`src/rtl/hdb3_encoder.sv`:
```
// hdb3_encoder: converts a serial NRZ bit stream (one bit per clk) into HDB3
// line symbols using three registered stages.
//   stage 1 : zero-run tracking, every 4th consecutive zero becomes V
//   stage 2 : 4-deep code delay line, 000V becomes B00V when the count of
//             ones since the last V is even
//   stage 3 : AMI polarity; B alternates like a one, V repeats the last pulse
// Stage codes are exported for debug.
//
// Zero-run FSM (stage 1):
//   state | meaning
//   RUN0  | no zeros pending (last input was a one, or a V was just emitted)
//   RUN1  | one zero seen in the current run
//   RUN2  | two zeros seen in the current run
//   RUN3  | three zeros seen; the next zero is replaced by V
//
// Reset is synchronous and active high, despite the port name reset_n.
module hdb3_encoder (
  input  logic       clk,
  input  logic       reset_n,
  input  logic       datain,
  output logic [1:0] dataout_v,
  output logic [1:0] dataout_b,
  output logic [2:0] dataout
);

  localparam logic [1:0] CODE_ZERO = 2'b00;
  localparam logic [1:0] CODE_ONE  = 2'b01;
  localparam logic [1:0] CODE_B    = 2'b10;
  localparam logic [1:0] CODE_V    = 2'b11;

  localparam logic [1:0] LINE_ZERO = 2'b00;
  localparam logic [1:0] LINE_POS  = 2'b01;
  localparam logic [1:0] LINE_NEG  = 2'b10;

  typedef enum logic [1:0] {
    RUN0 = 2'd0,
    RUN1 = 2'd1,
    RUN2 = 2'd2,
    RUN3 = 2'd3
  } run_state_t;

  run_state_t run_state;
  run_state_t run_next;
  logic [1:0] v_next;

  logic [1:0] s0;
  logic [1:0] s1;
  logic [1:0] s2;
  logic [1:0] s3;
  logic [1:0] s3_next;
  logic       parity_odd;
  logic       parity_next;

  logic       last_pos;
  logic       last_next;
  logic [2:0] line_next;

  // Stage 1 next state: count zeros and substitute the fourth with V.
  always_comb begin
    run_next = run_state;
    v_next   = CODE_ZERO;
    if (datain) begin
      v_next   = CODE_ONE;
      run_next = RUN0;
    end else begin
      case (run_state)
        RUN0:    run_next = RUN1;
        RUN1:    run_next = RUN2;
        RUN2:    run_next = RUN3;
        RUN3: begin
          v_next   = CODE_V;
          run_next = RUN0;
        end
        default: run_next = RUN0;
      endcase
    end
  end

  // Stage 1 registers: zero-run state and the V-inserted code.
  always_ff @(posedge clk) begin
    if (reset_n) begin
      run_state <= RUN0;
      dataout_v <= CODE_ZERO;
    end else begin
      run_state <= run_next;
      dataout_v <= v_next;
    end
  end

  // Stage 2 next state: when V is about to enter s0, s2 holds the first zero
  // of its group; rewrite it to B on its way into s3 if the ones count is even.
  always_comb begin
    s3_next     = s2;
    parity_next = parity_odd;
    if (dataout_v == CODE_V) begin
      if (!parity_odd) begin
        s3_next = CODE_B;
      end
      parity_next = 1'b0;
    end else if (dataout_v == CODE_ONE) begin
      parity_next = ~parity_odd;
    end
  end

  // Stage 2 registers: delay line and parity of ones since the last V.
  always_ff @(posedge clk) begin
    if (reset_n) begin
      s0         <= CODE_ZERO;
      s1         <= CODE_ZERO;
      s2         <= CODE_ZERO;
      s3         <= CODE_ZERO;
      parity_odd <= 1'b0;
    end else begin
      s0         <= dataout_v;
      s1         <= s0;
      s2         <= s1;
      s3         <= s3_next;
      parity_odd <= parity_next;
    end
  end

  assign dataout_b = s3;

  // Stage 3 next state: ones and B alternate polarity, V repeats the last pulse.
  always_comb begin
    line_next = {1'b0, LINE_ZERO};
    last_next = last_pos;
    case (dataout_b)
      CODE_ONE: begin
        line_next = {1'b0, (last_pos ? LINE_NEG : LINE_POS)};
        last_next = ~last_pos;
      end
      CODE_B: begin
        line_next = {1'b1, (last_pos ? LINE_NEG : LINE_POS)};
        last_next = ~last_pos;
      end
      CODE_V: begin
        line_next = {1'b1, (last_pos ? LINE_POS : LINE_NEG)};
      end
      default: begin
        line_next = {1'b0, LINE_ZERO};
      end
    endcase
  end

  // Stage 3 registers: line symbol and last pulse polarity (negative after
  // reset so the first pulse goes out positive).
  always_ff @(posedge clk) begin
    if (reset_n) begin
      dataout  <= 3'b000;
      last_pos <= 1'b0;
    end else begin
      dataout  <= line_next;
      last_pos <= last_next;
    end
  end

endmodule

```
`config.mk`:
```
export PLATFORM = sky130hd
export DESIGN_NAME = hdb3_encoder
export DESIGN_NICKNAME = d
export VERILOG_FILES = /design/src/rtl/hdb3_encoder.sv
export SDC_FILE = /design/constraint.sdc
export NUM_CORES = 1
export LEC_CHECK = 0
export BUFFER_PORTS_ARGS = -buffer_cell sky130_fd_sc_hd__buf_2
export CORE_AREA = 10 10 47 49
export CTS_BUF_LIST = sky130_fd_sc_hd__clkbuf_4 sky130_fd_sc_hd__clkbuf_8
export DETAILED_ROUTE_END_ITERATION = 12
export DIE_AREA = 0 0 57 59
export GPL_TIMING_DRIVEN = 0
export PLACE_DENSITY = 0.78
export SYNTH_ARGS = -nofsm -noshare
export SYNTH_HDL_FRONTEND = slang
export SYNTH_SLANG_ARGS = --single-unit
```
`constraint.sdc`:
```
create_clock -name clk -period 2.1 [get_ports clk]
set_input_delay 0.105 -clock clk [delete_from_list [all_inputs] [get_ports clk]]
set_output_delay 0.105 -clock clk [all_outputs]
set_load 0.02 [all_outputs]
```
After elaboration in Yosys (flattened, before gate mapping)
Index checks and enable logic that the tools add are counted.
{ "totals": {"reg_bits": 17, "out_inout_bits": 7, "wordCells": 32} }
{ "op_classes": {"n_eq_ne": 8, "muxes": 8, "bitwise": 2, "n_reduce_logical": 4} }
{ "op_table": {"columns": ["cell", "n"], "rows": [
  ["2-bit == test (second input constant)", 5],
  ["2-bit 2-to-1 mux", 5],
  ["3-bit one-hot mux with 3 select lines", 1],
  ["2-bit one-hot mux with 4 select lines", 1],
  ["2-bit by 1-bit == test with 1-bit output (second input constant)", 3],
  ["2-bit OR reduction", 3],
  ["2-bit logical NOT", 1],
  ["1-bit NOT", 2],
  ["1-bit 2-to-1 mux", 1]
]} }

Depth between registers and ports, before layout
{ "logic_depth": {"ltp_word": 3, "ltp_mapped": 4} }

Worst setup path after synthesis
OpenSTA, ideal clock, no wires.
{ "synth_path": {"path_type": "reg-to-reg", "from": "register s3[1] (netlist: dataout_b[1])", "to": "register dataout[1]", "t_arrival_ns": 1.064, "path_slack_ns": 0.924, "stages_incl_launch_ff": 4, "n_path_buf": 0, "path_cell_list": "dfxtp_1 ha_1 nor2_1 a2111oi_1"} }
{ "synth_via": {"elab_chain_len": 2} }
{ "synth_rtl": {"columns": ["item", "line_no", "text"], "rows": [
  ["start: declaration", "49", "logic [1:0] s3;"],
  ["start signal: assignment", "117", "s3 <= s3_next;"],
  ["2-bit == test or 2-bit by 1-bit == test with 1-bit output (tied branches)", "128", "case (dataout_b)"],
  ["3-bit one-hot mux with 3 select lines *", "128", null],
  ["end signal: assignment", "153", "dataout <= line_next;"],
  ["end: declaration", "23", "output logic [2:0] dataout"]
]} }
Every way passes the cells marked *; elsewhere a longest branch is shown, timed or not.
A chain may end at the register's enable or synchronous reset.

Worst setup path after layout
{ "layout_path": {"from": "register s3[0] (netlist: dataout_b[0])", "to": "register dataout[1]"} }
Same word-level chain as after synthesis.

==> flow_summary.yaml <==
finish:
  final-instance-count-excl-fill: 86
  layout-drive-gt1-share: 0.214
  finalInstanceArea_um2: 712
  fillCellCount: 144
  num_antenna_cells: 0
  layout.nets: 81
  area_delta_synth_final_pct: 14.9
global_route:
  antenna_found_initial: 0
  grt_pass1_vias: 433
  grt_pass1_wl_um: 1630
  grt_overflow: 0
  maximum_number_of_pins_on_one_net_before_global_route_repair: 11
  globalRouteTotalUtil: 0.0609
clocking:
  ctsHtreeMaxLevel: 1
  clockRootBuffer: "sky130_fd_sc_hd__clkbuf_4"
  post_cts_hold_buffers: 0
  cts.sink_count: 17
  ctsLongestPathBuffers: 2
  clk_pin_slew_ns: 0.10
  cts_post_setup_buffers_inserted: 0
  tritoncts: "yes"
  tritoncts.num_buffers: 3
  post_cts.resized_instances: 0
  worstSkewPairLatency_ns: 0.29
sta:
  finalHoldWorstSlack_ns: 0.0231
  slew_viol_final: 0
  timing.final.crit_share: 0.542
  finalSetupViolCount: 0
  timing.max_slew.rel_slack: 0.806
  finClkSkew_ns: 0.00692
  layout_min_cycle_time_ns: 1.14
  hold_viol: 0
  fmax_mhz: 879
  grt_setup_unrepaired: "false"
  setup_total_negative_slack_ns: 0
  worst-slew-pin-transition_ns: 0.291
critical_path:
  r2r_slack_ns: 0.96
  cp_data_required_time_ns: 2.28
  endpoint_kind: "flip-flop"
  worst_setup_path_start_kind: "flip-flop"
  crit_arrival_ns: 1.32
  timing.critical_path.cells: "inv_1 -> ha_1 -> nor2_1 -> a2111oi_1"
  critical_path.slowest_cell: "sky130_fd_sc_hd__a2111oi_1"
  critPathMaxStageDelay_ns: 0.36
  worstRegToRegCells: 4
  timing.rr.start: "dataout_b[0]"
  timing_worst_setup_path_type: "flip-flop to flip-flop"
  worstReg2RegEnd: "dataout[1]"
  crit_fanout: 4
drt:
  wl_um: 920
  antenna_left: 0
  dr_total_vias: 409
  drt-vias-per-instance: 4.76
  drt_pass1_iterations: 3
  drcViolationCount: 0
  post_drt_wl_per_cell_um: 10.7
  detailedRoute.firstIterationViolations: 2
outcome:
  run_status: "completed"
yosys:
  syn_area_um2: 619
  postSynthAreaPerCell_um2: 10.9
  synth_top_cell_area_share: 0.549
  netlist_top_cells_area: "sky130_fd_sc_hd__dfxtp_1 55%, sky130_fd_sc_hd__ha_1 14%, sky130_fd_sc_hd__nor2b_1 6.1%"
  synth_seq_cells: 17
  primary_flip_flop_cell_chosen_by_synthesis_mapping: "sky130_fd_sc_hd__dfxtp_1"
  synthesis.instances: 57
  synth-seq-area-share: 0.549
  yosys.area.top_type: "sky130_fd_sc_hd__dfxtp_1"
  synth_edf_count: 0
  synth_nets: 67
  yosys.cell_types.count: 15
  netlist_top_cells_count: "17 x sky130_fd_sc_hd__dfxtp_1, 8 x sky130_fd_sc_hd__nor2_1, 7 x sky130_fd_sc_hd__ha_1"
  synthesis.yosys.warnings: 0
  async_reset_ff_frac: 0
  post-synth-top-count-cell: "sky130_fd_sc_hd__dfxtp_1"
placed_design:
  portBuffers: 9
  placed_area_um2: 684
  placed_cells_incl_taps: 82
  routabilityCongestion: 0.788
  total_half_perimeter_wirelength_after_legalization_and_detailed_placement_um: 702
die:
  fp.dieH_um: 59
  floorplan.initialDensity: 0.442
  rows: 14
  die-width_um: 57
  boundaryPins: 10
  core-area_mm2: 0.00140
  die_area_mm2: 0.00336
hold_path:
  hold_path_depth: 2
  worstHoldStart: "datain"
  min_delay_worst_endpoint: "dataout_v[1]"
  hold_class: "input pin to flip-flop"
pwr:
  p_clk_frac: 0.321
  fin_total_pwr_w: 0.000525
  power.net_switching_w: 0.000115
  cellPowerDensity_mw_per_mm2: 737
  sw_frac_of_total: 0.219
  comb_power_share: 0.045
  power.share.sequential: 0.634
  irDropWorstVdd_v: 0.000347
  leakagePower_nw: 0.313
  power.internal_w: 0.000410
job:
  maxCapViolCount: 0
-- layer usage --
layer	GRT usage	vias up	share of wire	routed length, um
li1	-	211	-	-
met1	0.0594	187	0.47	433
met2	0.0899	9	0.44	407
met3	0.0279	2	0.077	71
met4	0.0671	0	0.0087	8
met5	0	-	0	0
-- power by group through the flow --
stage               sequential (W)  combinational (W)  clock, W
floorplan                 0.000341          0.0000139         0
global placement          0.000340          0.0000230         0
detailed placement        0.000340          0.0000241         0
CTS                       0.000333          0.0000242  0.000177
global route              0.000334          0.0000280  0.000190
finish                    0.000333          0.0000235  0.000169
-- worst max-delay path: cells and delay by family (launching register included) --
family	cells	cell delay [ns]
compound gates	1	0.36
flops	1	0.35
fa+ha+maj	1	0.19
buf+inv	1	0.09
simple gates	1	0.06
-- how the worst max path moves through the flow --
stage | startpoint | endpoint | slack, ns | depth (start not counted)
2_1_floorplan | dataout_b[1] | dataout[1] | 0.92 | 3
3_3_place_gp | dataout_b[0] | dataout[1] | 0.97 | 4
3_5_place_dp | dataout_b[0] | dataout[1] | 0.97 | 4
4_1_cts | dataout_b[0] | dataout[1] | 0.96 | 4
5_1_grt | dataout_b[1] | dataout[0] | 0.89 | 3
6_report | dataout_b[0] | dataout[1] | 0.96 | 4
-- metrics by stage --
step | worst slack (ns) | utilization
after global placement | 0.966 | 0.488
after CTS | 0.956 | 0.508
after floorplan | 0.924 | -
final | 0.963 | 0.508
after global routing | 0.895 | 0.508
after detailed placement | 0.970 | 0.488
-- state kept, by name, summed over array words and instances, names as in the netlist, 2 cells and up --
| register | cells |
|---|---|
| run_state | 2 |
| dataout | 3 |
| dataout_b | 2 |
| s0 | 2 |
| s2 | 2 |
| s1 | 2 |
| dataout_v | 2 |
-- cell families after synthesis --
logic type | Yosys count | synth area share
adders and majority gates | 7 | 0.141
buffers and inverters | 6 | 0.0384
DFF | 17 | 0.550
xor gates and xnor gates | 1 | 0.0141
and+or+nand+nor | 22 | 0.200
AOI/OAI and AO/OA | 4 | 0.0566
-- layout make-up --
| class | count | area (um2) | area share |
|---|---|---|---|
| Sequential cell | 17 | 340 | 0.478 |
| Multi-Input combinational cell | 34 | 255 | 0.359 |
| Timing Repair Buffer | 9 | 45.0 | 0.0633 |
| Clock buffer | 3 | 22.5 | 0.0316 |
| Tap cell | 16 | 20.0 | 0.0281 |
| Inverter | 5 | 18.8 | 0.0264 |
| Clock inverter | 1 | 5.00 | 0.00703 |
| Buffer | 1 | 5.00 | 0.00703 |
-- placed cells by master, fill, tap and decap left out, types with 2 or more instances in the layout --
cell / netlist / final
sky130_fd_sc_hd__a2111oi_1: 2 / 2
sky130_fd_sc_hd__buf_2: 1 / 10
sky130_fd_sc_hd__clkbuf_4: 0 / 3
sky130_fd_sc_hd__dfxtp_1: 17 / 17
sky130_fd_sc_hd__ha_1: 7 / 7
sky130_fd_sc_hd__inv_1: 5 / 5
sky130_fd_sc_hd__nor2_1: 8 / 8
sky130_fd_sc_hd__nor2b_1: 6 / 6
sky130_fd_sc_hd__nor3_1: 2 / 2
sky130_fd_sc_hd__nor3b_1: 3 / 3
No activity file was read; power rests on OpenSTA's default activity.
